$ cat config.mk
export PLATFORM = sky130hd
export DESIGN_NAME = mem_port_arbiter
export DESIGN_NICKNAME = d
export VERILOG_FILES = /design/src/rtl/mips_pkg.sv /design/src/rtl/wait_timer.sv /design/src/rtl/mem_port_arbiter.sv
export SDC_FILE = /design/constraint.sdc
export NUM_CORES = 1
export LEC_CHECK = 0
export CAP_MARGIN = 15
export CORE_MARGIN = 5
export CORE_UTILIZATION = 38
export CTS_BUF_LIST = sky130_fd_sc_hd__clkbuf_2 sky130_fd_sc_hd__clkbuf_4 sky130_fd_sc_hd__clkbuf_8
export CTS_CLUSTER_DIAMETER = 50
export CTS_CLUSTER_SIZE = 20
export DETAILED_ROUTE_END_ITERATION = 8
export GPL_TIMING_DRIVEN = 0
export MAX_ROUTING_LAYER = met4
export PLACE_DENSITY = 0.78
export RECOVER_POWER = 25
export SYNTH_ARGS = -nofsm -noshare
export SYNTH_HDL_FRONTEND = slang
export SYNTH_SLANG_ARGS = --single-unit
export TNS_END_PERCENT = 50
$ cat constraint.sdc
create_clock -name clk -period 1.8 [get_ports clk]
set_input_delay 0.36 -clock clk [delete_from_list [all_inputs] [get_ports clk]]
set_output_delay 0.36 -clock clk [all_outputs]
set_load 0.02 [all_outputs]
$ cat src/rtl/mips_pkg.sv
// Shared definitions for the memory port arbiter: FSM encoding, error data and the
// registered memory command layout.
package mips_pkg;

    typedef enum logic [1:0] {
        ST_IDLE  = 2'd0,
        ST_DATA  = 2'd1,
        ST_FETCH = 2'd2
    } arb_state_t;

    localparam logic [31:0] ERR_DATA_DEFAULT = 32'hDEAD_BEEF;

    typedef struct packed {
        logic        we;
        logic [31:0] addr;
        logic [31:0] wdata;
    } mem_cmd_t;

endpackage

$ cat src/rtl/wait_timer.sv
// Counts wait cycles of an outstanding memory access; expired flags the last
// allowed wait cycle so the access can be abandoned on that edge.
module wait_timer #(
    parameter int unsigned LIMIT = 16
) (
    input  logic clk,
    input  logic reset_n,
    input  logic clear,
    input  logic enable,
    output logic expired
);
    localparam int CW = $clog2(LIMIT + 1);

    logic [CW-1:0] count;

    always_ff @(posedge clk or negedge reset_n) begin
        if (!reset_n)
            count <= '0;
        else if (clear)
            count <= '0;
        else if (enable && !expired)
            count <= count + CW'(1);
    end

    // The increment taken on this edge would make the count reach LIMIT.
    assign expired = (count == CW'(LIMIT - 1));

endmodule

$ cat src/rtl/mem_port_arbiter.sv
// Arbitrates a fetch port and a data port onto one shared memory port with fixed
// data priority, misalignment rejection and a per-access timeout.
module mem_port_arbiter
    import mips_pkg::*;
#(
    parameter int unsigned TIMEOUT  = 16,
    parameter logic [31:0] ERR_DATA = ERR_DATA_DEFAULT
) (
    input  logic        clk,
    input  logic        reset_n,
    input  logic        if_req,
    input  logic [31:0] if_addr,
    output logic [31:0] if_rdata,
    output logic        if_ready,
    input  logic        d_req,
    input  logic        d_we,
    input  logic [31:0] d_addr,
    input  logic [31:0] d_wdata,
    output logic [31:0] d_rdata,
    output logic        d_ready,
    output logic        mem_req,
    output logic        mem_we,
    output logic [31:0] mem_addr,
    output logic [31:0] mem_wdata,
    input  logic [31:0] mem_rdata,
    input  logic        mem_ack,
    output logic        stall_if,
    output logic        stall_mem,
    output logic        align_err,
    output logic        timeout_err
);
    arb_state_t state;
    mem_cmd_t   d_cmd, if_cmd;
    logic       busy, expired, d_elig, if_elig, d_aligned;

    // A requester whose ready is pulsing is finishing, not asking again.
    assign d_elig    = d_req & ~d_ready;
    assign if_elig   = if_req & ~if_ready;
    assign d_aligned = (d_addr[1:0] == 2'b00);
    assign busy      = (state != ST_IDLE);

    assign d_cmd  = '{we: d_we, addr: d_addr, wdata: d_wdata};
    assign if_cmd = '{we: 1'b0, addr: if_addr, wdata: 32'h0};

    assign stall_if  = if_req & ~if_ready;
    assign stall_mem = d_req & ~d_ready;

    wait_timer #(.LIMIT(TIMEOUT)) u_wait_timer (
        .clk     (clk),
        .reset_n (reset_n),
        .clear   (~busy),
        .enable  (busy & ~mem_ack),
        .expired (expired)
    );

    always_ff @(posedge clk or negedge reset_n) begin
        if (!reset_n) begin
            state       <= ST_IDLE;
            mem_req     <= 1'b0;
            mem_we      <= 1'b0;
            mem_addr    <= 32'h0;
            mem_wdata   <= 32'h0;
            if_rdata    <= 32'h0;
            d_rdata     <= 32'h0;
            if_ready    <= 1'b0;
            d_ready     <= 1'b0;
            align_err   <= 1'b0;
            timeout_err <= 1'b0;
        end else begin
            if_ready  <= 1'b0;
            d_ready   <= 1'b0;
            align_err <= 1'b0;
            case (state)
                ST_IDLE: begin
                    if (d_elig && !d_aligned) begin
                        d_ready   <= 1'b1;
                        align_err <= 1'b1;
                    end else if (d_elig) begin
                        state     <= ST_DATA;
                        mem_req   <= 1'b1;
                        mem_we    <= d_cmd.we;
                        mem_addr  <= d_cmd.addr;
                        mem_wdata <= d_cmd.wdata;
                    end else if (if_elig) begin
                        state     <= ST_FETCH;
                        mem_req   <= 1'b1;
                        mem_we    <= if_cmd.we;
                        mem_addr  <= if_cmd.addr;
                        mem_wdata <= if_cmd.wdata;
                    end
                end
                ST_DATA: begin
                    if (mem_ack || expired) begin
                        state   <= ST_IDLE;
                        mem_req <= 1'b0;
                        mem_we  <= 1'b0;
                        d_ready <= 1'b1;
                        // Stores never disturb the load data register.
                        if (!mem_we)
                            d_rdata <= mem_ack ? mem_rdata : ERR_DATA;
                        if (!mem_ack)
                            timeout_err <= 1'b1;
                    end
                end
                ST_FETCH: begin
                    if (mem_ack || expired) begin
                        state    <= ST_IDLE;
                        mem_req  <= 1'b0;
                        if_ready <= 1'b1;
                        if_rdata <= mem_ack ? mem_rdata : ERR_DATA;
                        if (!mem_ack)
                            timeout_err <= 1'b1;
                    end
                end
                default: state <= ST_IDLE;
            endcase
        end
    end

endmodule

# Yosys cells after proc, flatten, opt, wreduce, memory -nomap -nowiden

Index checks and enable logic that the tools add are counted.

Register bits after elaboration: 141
Input port bits: 134

Add/sub/neg operators: 1
Equality and inequality tests: 8
Multiplexer cells: 26
Bitwise gates (word level): 8
Reductions and logical operators: 19

Operators with widths:

| operator            | number |
|---|---|
| $mux 32             | 5 |
| $reduce_and 3->1    | 4 |
| $mux 1              | 11 |
| $mux 5              | 2 |
| $mux 2              | 4 |
| $reduce_and 4->1    | 2 |
| $reduce_bool 2->1   | 4 |
| $pmux 1 s2          | 3 |
| $add 5x1->5 const B | 1 |
| $eq 5x4->1 const B  | 1 |
| $not 1->1           | 5 |
| $logic_not 2->1     | 2 |
| $ne 2x1->1 const B  | 2 |
| $ne 2x2->1 const B  | 2 |
| $pmux 2 s2          | 1 |
| $and 1x1->1         | 3 |
| $ne 3x3->1 const B  | 1 |
| $eq 2x1->1 const B  | 1 |
| $eq 2x2->1 const B  | 1 |
| $logic_and 1x1->1   | 2 |
| $logic_not 1->1     | 2 |
| $reduce_and 2->1    | 1 |
| $reduce_or 2->1     | 1 |
| $logic_or 1x1->1    | 1 |

# Depth between registers and ports, before layout

Depth after elaboration: 6
Gate-level depth with buffers: 9

# Hierarchy

Synthesis repeated with hierarchy kept, for this count alone.

Cell total of the unflattened synthesis: 619
Area, all modules: 6,067.1 um^2

By module, submodules not included:

| module           | times used | cells each | area each (um^2) | seq. area each (um^2) |
|---|---|---|---|---|
| mem_port_arbiter | 1          | 596        | 5,806.8          | 3,403.3 |
| wait_timer       | 1          | 23         | 260.2            | 125.1 |

# Least setup slack after synthesis

Ideal clock, no wire load.

Path type: register -> register
Start: register u_wait_timer.count[0]
End: register d_rdata[24]
Setup time: 0.083 ns
Data arrival time: 1.856 ns
Data required time: 1.717 ns
Setup slack: -0.138 ns
Stages on the path, launching flop included: 10
Clock period less this slack: 1.938 ns
Path through: dfrtp_1 ha_1 and3_1 ha_1 o21ai_1 or2_2 buf_2 clkbuf_1 nand2_1 o21ai_0

Longest elaborated chain between the ends: 3

RTL lines:

| what                              | line                    | RTL |
|---|---|---|
| start, declared                   | wait_timer.sv:14        | `logic [CW-1:0] count;` |
| start signal, assigned            | wait_timer.sv:22        | `count <= count + CW'(1);` |
| $eq 5x4->1                        | wait_timer.sv:26        | `assign expired = (count == CW'(LIMIT - 1));` |
| $logic_or 1x1->1                  | mem_port_arbiter.sv:93  | `if (mem_ack \|\| expired) begin` |
| $reduce_and 3->1 (no source line) | -                       |  |
| end signal, assigned              | mem_port_arbiter.sv:100 | `d_rdata <= mem_ack ? mem_rdata : ERR_DATA;` |
| end, declared                     | mem_port_arbiter.sv:19  | `output logic [31:0] d_rdata,` |

Every way passes these cells.
A chain may end at the register's enable or synchronous reset.

# Worst setup path in the final report

Start: register u_wait_timer.count[1]
End: register d_rdata[24]

Same word-level chain as after synthesis.

==> flow_metrics.tcl <==
set metrics [dict create \
    outcome "finished, violations left" \
    violations "negative setup slack" \
    io_buffers 268 \
    clkTransAtPathRegs_ns 0.08 \
    cp_top_family "simple AND/OR/NAND/NOR gates" \
    post_dp_cell_area_sq_um 8720 \
    crit_chain "ha_2, and3_4, ha_4, o21ai_4, or2_4, buf_8, nand2_1, o21ai_2" \
    p_int_mw 9.49 \
    combPwrFrac_pct 49.7 \
    core_area_sq_um 15000 \
    crit_path_start_kind "register" \
    setup_ws_ns -0.0103 \
    synth_cells 528 \
    yosysTopAreaCellShare_pct 61.5 \
    cap_viol_max_count 0 \
    routabilityCongestion 0.822 \
    crit_buf_inv 1 \
    synth_fp_nets 667 \
    die_h_um 133 \
    cts_max_level 4 \
    grt_pass1_vias 5109 \
    place_ws_ns -0.811 \
    cts_num_sinks 141 \
    ys_seq_area_share_pct 61.5 \
    p_leak_nw 4.67 \
    hold_path.class "input port to register" \
    synth-xor-area-share_pct 0.458 \
    power_mw 16.0 \
    worstPathMaxFanout 10 \
    slew_violations 0 \
    grt_pass1_wl_um 27700 \
    drive_above_1_share_pct 15.0 \
    fin_crit_ns 1.81 \
    finalCritPeriodShare_pct 101 \
    synth.area.top_cells "dfrtp_1 61%, nand2_1 6.9%, a22o_1 6.1%, o22a_1 3.7%, o21ai_0 3.4%" \
    endpoint_kind "register" \
    holdWs_ns 0.399 \
    drcViolationCount 0 \
    die_width_um 133 \
    rsz0062_at_grt "yes" \
    initial_core_util_pct 38.2 \
    clock_path_buffers 2 \
    synth_top_family_by_area "compound AO/OA/AOI/OAI gates" \
    setup_viol 2 \
    worst_slew_pin_slew_ns 0.743 \
    p_per_area_nw_per_um2 1690 \
    synthToLayoutAreaGrowth_pct 64.4 \
    required_ns 2.16 \
    netlist_area_sq_um 5740 \
    synthAdderAreaFrac_pct 1.09 \
    seqPwrFrac_pct 33.8 \
    antenna_cells 0 \
    synth_mux_area_share_pct 0.174 \
    dr.pass1.iters 4 \
    vias_per_cell 5.09 \
    synth_compound_area_share_pct 21.6 \
    relSlewSlack_pct 50.4 \
    final_cell_area_sq_um 9440 \
    die_area_sq_um 17700 \
    yosysTopAreaCell "dfrtp_1" \
    cts_root_buf "clkbuf_8" \
    antenna_found_initial 0 \
    synthSimpleGateAreaFrac_pct 10.7 \
    hold_violations 0 \
    clock_power_share_pct 16.6 \
    nNetsFinal 970 \
    critical-path-slowest-cell "dfrtp_1" \
    rows 45 \
    fin_skew_ns 0.0168 \
    avgSynthCellArea_sq_um 10.9 \
    io_pins 270 \
    path_class "register to register" \
    wl_um 18700 \
    synthDistinctLibCells 40 \
    yosysWarningCount 0 \
    cts_buffers 17 \
    wl_per_cell_um 18.1 \
    grt_util_all_layers_pct 20.5 \
    ant_nets 0 \
    dpl.hpwl_um 13500 \
    num_vias 5240 \
    swShare_pct 40.7 \
    slowest_delay_ns 0.40 \
    synth-seq-cells 141 \
    drt_iter0_markers 161 \
    p_sw_mw 6.50 \
    grt.overflow.total 0 \
    max-vdd-ir-drop_v 0.000768 \
    grt_max_degree 89 \
    cts_tree "built" \
    max_freq_ghz 0.552 \
    clk_latency_ns 0.45 \
    worst_ep_arrival_time_ns 2.17 \
]
==> worst min-delay path, stage by stage <==
cell and delay (ns):
buf_2 0.23, nor2_4 0.10, nand2_1 0.06, a21oi_1 0.05
==> path summary, 6_finish.rpt <==
path | from | slack (ns) | endpoint | depth (start not counted)
hold / removal | mem_ack | 0.40 | u_wait_timer.count[1] | 4
max in group asynchronous | reset_n | 0.22 | d_rdata[29] | 3
hold reg to reg | timeout_err | 0.47 | timeout_err | 1
setup / recovery | u_wait_timer.count[1] | -0.01 | d_rdata[24] | 8
min in group asynchronous | reset_n | 0.43 | mem_wdata[2] | 2
setup reg to reg | u_wait_timer.count[1] | -0.01 | d_rdata[24] | 8
==> flip-flops by register name (all words and copies together) (netlist names) <==
signal              flops
align_err               1
d_rdata                32
d_ready                 1
if_rdata               32
if_ready                1
mem_addr               32
mem_req                 1
mem_wdata              32
mem_we                  1
state                   2
timeout_err             1
u_wait_timer.count      5
==> logic make-up (layout without fill, tap and decap cells) <==
logic type      after synthesis  in the layout
xor+xnor                      3              3
mux                           1              1
fa+ha+maj                     5              5
simple gates                151            152
flops                       141            141
compound gates              174            174
buf+inv                      53            366
==> cell usage in the layout (no fill, tap or decap), types with 6 or more instances in the layout <==
cell             instances
nand2_2                 17
buf_4                   16
a21oi_1                 31
clkbuf_1                14
clkdlybuf4s50_1        132
dlygate4sd2_1           99
a22o_1                  40
dfrtp_1                141
nor2_1                  29
buf_2                   10
dlymetal6s2s_1          34
inv_1                    7
buf_6                    7
o21ai_1                 24
buf_8                    6
o21ai_2                  8
o21ai_0                  7
a31oi_1                 20
clkbuf_8                19
o22a_1                  24
a31oi_2                 10
nand2_1                 89
==> per-stage QoR <==
stage	TNS, ns	util, %	std cells
global route	-1.40	62.8	1030
global placement	-793.37	57.8	984
floorplan	0	-	528
finish	-0.0117	62.8	1030
CTS	-0.0365	60.7	1018
detailed placement	-38.68	58.0	985
==> synth_stat cells <==
cell type    n
o211ai_1     2
o21ai_0     39
nand3b_1     1
buf_6        5
nand4_1      3
clkinv_1     1
nor2b_1      1
a22o_1      40
dfrtp_1    141
a21oi_1     31
a31oi_1     20
a31oi_2     10
o31ai_1      1
nand2_2      1
a211oi_1     1
and3_1       1
a21o_1       1
a32oi_1      1
mux2i_1      1
buf_4        1
nor4b_1      1
o21ai_2      1
inv_2        1
o22a_1      24
xor2_1       2
o21ai_1      1
ha_1         5
buf_2       13
nor3_1       1
inv_1        8
nand2_1    106
nand4b_1     1
clkbuf_1    24
nand2b_4     1
or2_2        1
o311ai_0     1
and2_1       3
xnor2_1      1
nor2_1      30
a31o_2       1
==> power groups by stage <==
stage | clock (mW) | combinational [mW] | sequential (mW)
6_report | 2.65 | 7.94 | 5.40
3_3_place_gp | 0 | 8.27 | 5.41
2_1_floorplan | 0 | 2.54 | 7.13
3_5_place_dp | 0 | 8.37 | 5.46
4_1_cts | 2.71 | 7.78 | 5.36
5_1_grt | 2.84 | 8.52 | 5.58
==> per-layer routing <==
| layer | GRT usage [%] | up-vias | wire, um |
|---|---|---|---|
| li1 | - | 2476 | - |
| met1 | 24.3 | 2537 | 7520 |
| met2 | 32.9 | 193 | 9340 |
| met3 | 5.93 | 34 | 1290 |
| met4 | 8.43 | 0 | 526 |
| met5 | - | - | 0 |
==> layout make-up <==
| class | count | area, sq um |
|---|---|---|
| Fill cell | 1261 | 5600 |
| Sequential cell | 141 | 3530 |
| Timing Repair Buffer | 286 | 2830 |
| Multi-Input combinational cell | 335 | 2100 |
| Buffer | 40 | 294 |
| Clock buffer | 20 | 263 |
| Tap cell | 188 | 235 |
| Clock inverter | 10 | 141 |
| Inverter | 10 | 42.5 |
==> what timing repair did <==
item / in CTS / in global routing
setup buffers: 4 / 9
pin swaps: 3 / 15
hold buffers: 1 / 0
gates cloned: 0 / 4
hold endpoints to repair: 53 / 0
gates resized for setup: 136 / 113
endpoints found under the setup margin: 216 / 142
Note: power is estimated with default switching activity, not from simulation.
